[src/rtl/cla_multibyte_seq_if.sv]
// Operand/result handshake bundle for cla_multibyte_seq.
//   in_valid/in_ready/in_a/in_b/in_cin : request channel. The upstream side drives valid and the operands.
//   out_valid/out_ready/out_sum        : result channel. out_sum is {final carry, sum}.
// The slave modport is the sequencer's view of the bundle. The master modport is the view of the
// client that issues requests and takes results.
interface cla_multibyte_seq_if #(
  parameter int unsigned NBYTES = 2
) ();
  logic                  in_valid;
  logic                  in_ready;
  logic [8*NBYTES-1:0]   in_a;
  logic [8*NBYTES-1:0]   in_b;
  logic                  in_cin;
  logic                  out_valid;
  logic                  out_ready;
  logic [8*NBYTES:0]     out_sum;

  modport slave (
    input  in_valid, in_a, in_b, in_cin, out_ready,
    output in_ready, out_valid, out_sum
  );

  modport master (
    output in_valid, in_a, in_b, in_cin, out_ready,
    input  in_ready, out_valid, out_sum
  );
endinterface

[src/rtl/cla_multibyte_seq.sv]
// Multi-byte adder sequencer around an external 8-bit carry-lookahead adder (CLA8).
// It accepts two 8*NBYTES-bit operands and a carry-in on bus. It feeds CLA8 one byte per cycle,
// least significant byte first, and passes the carry from byte to byte through a register. The
// (8*NBYTES+1)-bit sum is returned on bus.
//   clk, rst_n        : clock (rising edge) and asynchronous active-low reset.
//   bus (slave)       : request and result handshakes, see cla_multibyte_seq_if.
//   cla_a/cla_b       : operand bytes presented to CLA8. They are zero outside ADD.
//   cla_cin           : carry presented to CLA8. It is zero outside ADD.
//   cla_sum           : CLA8 result {carry_out, sum[7:0]}. It is combinational from cla_a/cla_b/cla_cin.
module cla_multibyte_seq #(
  parameter int unsigned NBYTES = 2
) (
  input  logic                clk,
  input  logic                rst_n,
  cla_multibyte_seq_if.slave  bus,
  output logic [7:0]          cla_a,
  output logic [7:0]          cla_b,
  output logic                cla_cin,
  input  logic [8:0]          cla_sum
);

  localparam int unsigned W  = 8 * NBYTES;
  localparam int unsigned IW = (NBYTES > 1) ? $clog2(NBYTES) : 1;
  localparam logic [IW-1:0] LAST = IW'(NBYTES - 1);

  typedef enum logic [1:0] {
    IDLE,
    ADD,
    DONE
  } state_t;

  state_t          state_q, state_d;
  logic [W-1:0]    a_q, a_d;
  logic [W-1:0]    b_q, b_d;
  logic [W:0]      res_q, res_d;
  logic [IW-1:0]   idx_q, idx_d;
  logic            carry_q, carry_d;
  logic            in_ready_c;
  logic            out_valid_c;

  always_ff @(posedge clk or negedge rst_n) begin
    if (!rst_n) begin
      state_q <= IDLE;
      a_q     <= '0;
      b_q     <= '0;
      res_q   <= '0;
      idx_q   <= '0;
      carry_q <= 1'b0;
    end else begin
      state_q <= state_d;
      a_q     <= a_d;
      b_q     <= b_d;
      res_q   <= res_d;
      idx_q   <= idx_d;
      carry_q <= carry_d;
    end
  end

  always_comb begin
    state_d     = state_q;
    a_d         = a_q;
    b_d         = b_q;
    res_d       = res_q;
    idx_d       = idx_q;
    carry_d     = carry_q;
    in_ready_c  = 1'b0;
    out_valid_c = 1'b0;
    cla_a       = '0;
    cla_b       = '0;
    cla_cin     = 1'b0;

    unique case (state_q)
      IDLE: begin
        in_ready_c = 1'b1;
        if (bus.in_valid) begin
          a_d     = bus.in_a;
          b_d     = bus.in_b;
          carry_d = bus.in_cin;
          idx_d   = '0;
          state_d = ADD;
        end
      end

      ADD: begin
        // CLA8 inputs come only from registers, so in_* have no combinational path to cla_*.
        cla_a   = a_q[8*idx_q +: 8];
        cla_b   = b_q[8*idx_q +: 8];
        cla_cin = carry_q;
        res_d[8*idx_q +: 8] = cla_sum[7:0];
        carry_d = cla_sum[8];
        if (idx_q == LAST) begin
          res_d[W] = cla_sum[8];
          idx_d    = '0;
          state_d  = DONE;
        end else begin
          idx_d = idx_q + IW'(1);
        end
      end

      DONE: begin
        out_valid_c = 1'b1;
        if (bus.out_ready) begin
          state_d = IDLE;
        end
      end

      default: state_d = IDLE;
    endcase
  end

  // out_sum follows the result register. It keeps the last sum after the handshake.
  assign bus.in_ready  = in_ready_c;
  assign bus.out_valid = out_valid_c;
  assign bus.out_sum   = res_q;

endmodule

[src/flat_wrapper.sv]
// flat-port wrapper written by rule: the top's interface ports become plain ports
module cla_multibyte_seq_flat 
#(
  parameter int unsigned NBYTES = 2
)
  (clk, rst_n, cla_a, cla_b, cla_cin, cla_sum, bus_in_valid, bus_in_a, bus_in_b, bus_in_cin, bus_out_ready, bus_in_ready, bus_out_valid, bus_out_sum);
  cla_multibyte_seq_if #(.NBYTES(NBYTES)) bus_i ();
  input  logic clk;
  input  logic rst_n;
  output logic [7:0] cla_a;
  output logic [7:0] cla_b;
  output logic cla_cin;
  input  logic [8:0] cla_sum;
  input wire logic [$bits(bus_i.in_valid)-1:0] bus_in_valid;
  input wire logic [$bits(bus_i.in_a)-1:0] bus_in_a;
  input wire logic [$bits(bus_i.in_b)-1:0] bus_in_b;
  input wire logic [$bits(bus_i.in_cin)-1:0] bus_in_cin;
  input wire logic [$bits(bus_i.out_ready)-1:0] bus_out_ready;
  output wire logic [$bits(bus_i.in_ready)-1:0] bus_in_ready;
  output wire logic [$bits(bus_i.out_valid)-1:0] bus_out_valid;
  output wire logic [$bits(bus_i.out_sum)-1:0] bus_out_sum;
  assign bus_i.in_valid = bus_in_valid;
  assign bus_i.in_a = bus_in_a;
  assign bus_i.in_b = bus_in_b;
  assign bus_i.in_cin = bus_in_cin;
  assign bus_i.out_ready = bus_out_ready;
  assign bus_in_ready = bus_i.in_ready;
  assign bus_out_valid = bus_i.out_valid;
  assign bus_out_sum = bus_i.out_sum;
  cla_multibyte_seq #(.NBYTES(NBYTES)) u_core (.clk(clk), .rst_n(rst_n), .bus(bus_i), .cla_a(cla_a), .cla_b(cla_b), .cla_cin(cla_cin), .cla_sum(cla_sum));
endmodule
[config.mk]
export PLATFORM = sky130hd
export DESIGN_NAME = cla_multibyte_seq_flat
export DESIGN_NICKNAME = d
export VERILOG_FILES = /design/src/rtl/cla_multibyte_seq_if.sv /design/src/rtl/cla_multibyte_seq.sv /design/src/flat_wrapper.sv
export SDC_FILE = /design/constraint.sdc
export NUM_CORES = 1
export LEC_CHECK = 0
export BUFFER_PORTS_ARGS = -buffer_cell sky130_fd_sc_hd__buf_2
export CORE_AREA = 2 2 74 76
export CTS_BUF_LIST = sky130_fd_sc_hd__clkbuf_4
export CTS_CLUSTER_DIAMETER = 150
export DETAILED_ROUTE_END_ITERATION = 7
export DIE_AREA = 0 0 76 78
export GPL_TIMING_DRIVEN = 0
export PLACE_DENSITY = 0.88
export SLEW_MARGIN = 20
export SYNTH_ARGS = -nofsm -noshare
export SYNTH_HDL_FRONTEND = slang
export SYNTH_SLANG_ARGS = --single-unit
[constraint.sdc]
create_clock -name clk -period 1.34 [get_ports clk]
set_input_delay 0.268 -clock clk [delete_from_list [all_inputs] [get_ports clk]]
set_output_delay 0.268 -clock clk [all_outputs]
set_load 0.01 [all_outputs]
# Yosys cells after proc, flatten, opt, wreduce, memory -nomap -nowiden

Cells that the tools add are included.

Flip-flop bits (word level): 53
Output and inout bits: 36
Word-level logic and storage cells: 38

Eq/ne operators: 5
$add $sub $neg: 2
Reduce and logical (&&, ||, !) cells: 5
Mux-type cells: 16
Shifts and indexed selects: 4

Operators with widths:

| operator                | number |
|---|---|
| $neg 4->34              | 1 |
| $shift 8x34->17 const A | 1 |
| $shiftx 8x34->17        | 1 |
| $shiftx 16x5->8         | 2 |
| $bwmux 17               | 1 |
| $mux 8                  | 2 |
| $mux 1                  | 7 |
| $mux 2                  | 3 |
| $pmux 2 s3              | 1 |
| $ne 2x2->1 const B      | 2 |
| $pmux 1 s2              | 2 |
| $reduce_and 2->1        | 2 |
| $reduce_and 3->1        | 1 |
| $eq 2x1->1 const B      | 1 |
| $eq 2x2->1 const B      | 1 |
| $logic_not 2->1         | 1 |
| $ne 2x1->1 const B      | 1 |
| $reduce_bool 2->1       | 1 |
| $add 1x1->1 const B     | 1 |

# Depth between registers and ports, before layout

Depth in word-level cells: 4
Depth in mapped cells: 5
Mapped depth without buffers: 3

# Least setup slack after synthesis

No wires, ideal clock.

Kind: register to register
Start point: register u_core.state_q[0]
End point: register u_core.a_q[0]
Arrival time: 1.294 ns
Library setup time: 0.125 ns
Path buffers: 2
Setup slack: -0.079 ns
Data required time: 1.215 ns
Stages on the path, launching flop included: 5
Cells stage by stage: dfrtp_1 buf_6 nor3b_4 buf_6 mux2_2

Cells in the longest elaborated chain, start to end: 2

Ends and longest elaborated chain:

| element                    | RTL line                | text |
|---|---|---|
| start: declaration         | cla_multibyte_seq.sv:32 | `state_t state_q, state_d;` |
| start signal: assignment   | cla_multibyte_seq.sv:50 | `state_q <= state_d;` |
| $logic_not 2->1            | cla_multibyte_seq.sv:72 | `unique case (state_q)` |
| $reduce_and 2->1 (no line) | n/a                     |  |
| end signal: assignment     | cla_multibyte_seq.sv:44 | `a_q <= '0;` |
| end signal: assignment     | cla_multibyte_seq.sv:51 | `a_q <= a_d;` |
| end: declaration           | cla_multibyte_seq.sv:33 | `logic [W-1:0] a_q, a_d;` |

No other way between the ends.
A chain may end at the register's enable or synchronous reset.

# Worst setup path in the final report

Start point: register u_core.idx_q
End point: output port cla_b[1]

Cells in the longest elaborated chain, start to end: 2

Ends and longest elaborated chain:

| element                  | RTL line                | text |
|---|---|---|
| start: declaration       | cla_multibyte_seq.sv:36 | `logic [IW-1:0] idx_q, idx_d;` |
| start signal: assignment | cla_multibyte_seq.sv:54 | `idx_q <= idx_d;` |
| $shiftx 16x5->8          | cla_multibyte_seq.sv:87 | `cla_b = b_q[8*idx_q +: 8];` |
| $mux 8                   | cla_multibyte_seq.sv:72 |  |
| end: declaration         | flat_wrapper.sv:11      | `output logic [7:0] cla_b;` |

No other way between the ends.

==> flow_summary.ini <==
[cts]
clk_pin_slew_ns = 0.17
htreeDepth = 2
clock-sinks = 53
clkLatencyLatePin_ns = 0.38
tritoncts = yes
max-clock-path-buffers = 2
cts_buffers = 5
cts_root_buf = clkbuf_4

[layout]
diodes = 0
nets = 321
drive_above_1_share_pct = 75.0
area_growth_pct = 61.3

[worst_hold_path]
hp-class = in -> reg
whs_path_depth = 2

[route]
ant_nets = 0
vias = 1678
wl_um = 6240
drt_iter0_markers = 91
drt_pass1_iterations = 4
viasPerCell = 4.85
drcViolationCount = 0
wl_per_cell_um = 18.0

[sta]
hold_violations = 0
finalClockSkew_ns = 0.0157
setup_slack_ns = -0.484
period_needed_ns = 1.82
fin_crit_sh_pct = 136
rsz0062_at_grt = true
setup_violations = 69
timing.fmax_mhz = 548
slew_viol_final = 0
slew_headroom_pct = 55.8
finalSetupTns_ns = -17.62
hold-worst-slack_ns = 0.106
tightest_slew_ns = 0.663

[logic_synthesis]
yosys.area_share.simple_pct = 5.90
synth-compound-area-share_pct = 1.35
synth_edf_count = 0
synthTopCellsByArea = dfrtp_1, mux2_2, mux2i_1
synth_area_per_cell_um2 = 14.2
ys_seq_elements = 53
ys_types = 18
ys_seq_area_share_pct = 57.3
syn-cell-area_um2 = 2310
muxShareOfSynthArea_pct = 31.2
synth_top_area_cell = dfrtp_1
synth_nets = 209
yosys.area_share.adder_pct = 0
yosysTopAreaCellShare_pct = 57.3
synth_top_flop_cell = dfrtp_1
syn_inst = 163
synth_async_sr_flop_share_pct = 100
synthXorXnorAreaFrac_pct = 0
yosysMostFrequentCell = dfrtp_1
synth_commonest_cells = dfrtp_1, mux2_2, nor2_1
synth_top_family_by_area = multiplexers
ys_warn_count = 0

[worst_setup_path]
crit_path_end_kind = output pin
rrSetupSlack_ns = -0.31
required_ns = 1.07
worstSetupStartpointType = flip-flop
worstPathArrival_ns = 1.56
path_max_fanout = 8
worstSetupPathType = reg -> out
reg2reg_depth = 6

[grt]
antenna_found_initial = 0
grt_pass1_wl_um = 9920
grt_pass1_vias = 1849
grt_overflow_total = 0
grt_usage_pct = 21.9
grt_max_degree = 54

[status]
status = complete, but fails checks
violations = setup timing

[floorplanning]
core_um2 = 5040
start_util_pct = 45.9
die_w_um = 76
rows = 26
io_pins = 82
die_h_um = 78
dieArea_um2 = 5930

[place]
gp_congestion = 0.708
dpl.hpwl_um = 3390
numPortBuffers = 81

[power_and_ir_drop]
ir_drop_mv = 1.37
leakagePower_nw = 1.76
power_density_nw_per_um2 = 2650

[job]
max-cap-violations = 0
critical path, stage by stage (launching register included):
cell and delay, ns:
dfrtp_2 0.47, buf_12 0.14, buf_12 0.15, mux2i_4 0.20, nor2_4 0.11, buf_6 0.10
per-stage QoR:
step                      setup slack [ns]  instances  area [µm²]  utilization [%]  power (mW)
after global routing                -0.533        346        3730             74.0        10.4
after CTS                           -0.466        348        3690             73.2        9.55
after global placement              -0.262        314        2900             57.6        6.41
final                               -0.484        346        3730             74.0        9.88
after detailed placement            -0.282        314        2910             57.6        6.55
after floorplan                    -0.0720        163        2410                -        5.43
routing by layer:
| metal | track usage, % | wire length, µm | vias up |
|---|---|---|---|
| met2 | 40.0 | 3410 | 45 |
| met3 | 3.37 | 196 | 9 |
| met4 | 5.45 | 82 | 0 |
| li1 | - | - | 786 |
| met5 | 0 | 0 | - |
| met1 | 27.4 | 2550 | 838 |
timing repair:
item | in CTS | in global routing
gates resized for setup | 104 | 28
pin swaps | 15 | 9
cloned | 4 | 0
buffers inserted | 21 | 6
setup endpoints to repair | 59 | 70
hold buffers | 1 | 0
hold endpoints to repair | 53 | 0
logic make-up (layout without fill, tap and decap cells):
| kind of cell | Yosys count | count (layout) |
|---|---|---|
| buffers and inverters | 13 | 126 |
| AOI/OAI and AO/OA | 5 | 5 |
| muxes | 66 | 66 |
| and+or+nand+nor | 26 | 26 |
| DFF | 53 | 53 |
final timing paths:
path                                   startpoint                      to
hold / removal                       bus_in_b[11]          u_core.b_q[11]
setup / recovery                     u_core.idx_q                cla_b[1]
min in group asynchronous                   rst_n  u_core.bus.out_sum[16]
setup reg to reg                u_core.state_q[1]           u_core.a_q[5]
hold reg to reg            u_core.bus.out_sum[14]  u_core.bus.out_sum[14]
max in group asynchronous                   rst_n            u_core.idx_q
report_power, final:
group,internal (mW),switching (mW)
sequential,2.42,0.614
clock,0.210,0.532
combinational,3.68,2.43
cell usage in the layout, fill, tap and decap left out:
| cell type | n |
|---|---|
| mux2i_4 | 10 |
| inv_2 | 1 |
| clkbuf_4 | 5 |
| o21ai_2 | 1 |
| mux2_4 | 40 |
| inv_1 | 2 |
| mux2_2 | 9 |
| nor2_1 | 5 |
| nor2_2 | 3 |
| nor4b_4 | 1 |
| nand3b_1 | 1 |
| mux2i_1 | 6 |
| buf_4 | 8 |
| a211oi_2 | 1 |
| clkinv_2 | 1 |
| nor2_4 | 13 |
| dlygate4sd3_1 | 1 |
| nor3b_4 | 1 |
| buf_12 | 6 |
| buf_6 | 26 |
| o21ai_1 | 1 |
| buf_2 | 67 |
| clkinv_4 | 2 |
| o2bb2ai_2 | 1 |
| buf_8 | 6 |
| dfrtp_1 | 52 |
| mux2i_2 | 1 |
| dfrtp_2 | 1 |
| buf_16 | 1 |
| o21ai_0 | 1 |
| nand2b_4 | 2 |
final cells by class:
cell class | count | area [µm²]
plain buffers | 7 | 113
clock buffers | 5 | 37.5
inverters | 3 | 11.3
clock inverters | 3 | 22.5
flip-flops and latches | 53 | 1330
fillers | 322 | 1310
multi-input cells | 97 | 1310
well taps | 70 | 87.6
repair buffers | 108 | 823
flip-flops by register name (all words and copies together), names as in the netlist:
register,count
u_core.state_q,2
u_core.bus.out_sum,17
u_core.a_q,16
u_core.b_q,16
u_core.idx_q,1
u_core.carry_q,1
Note: power is estimated with default switching activity, not from simulation.
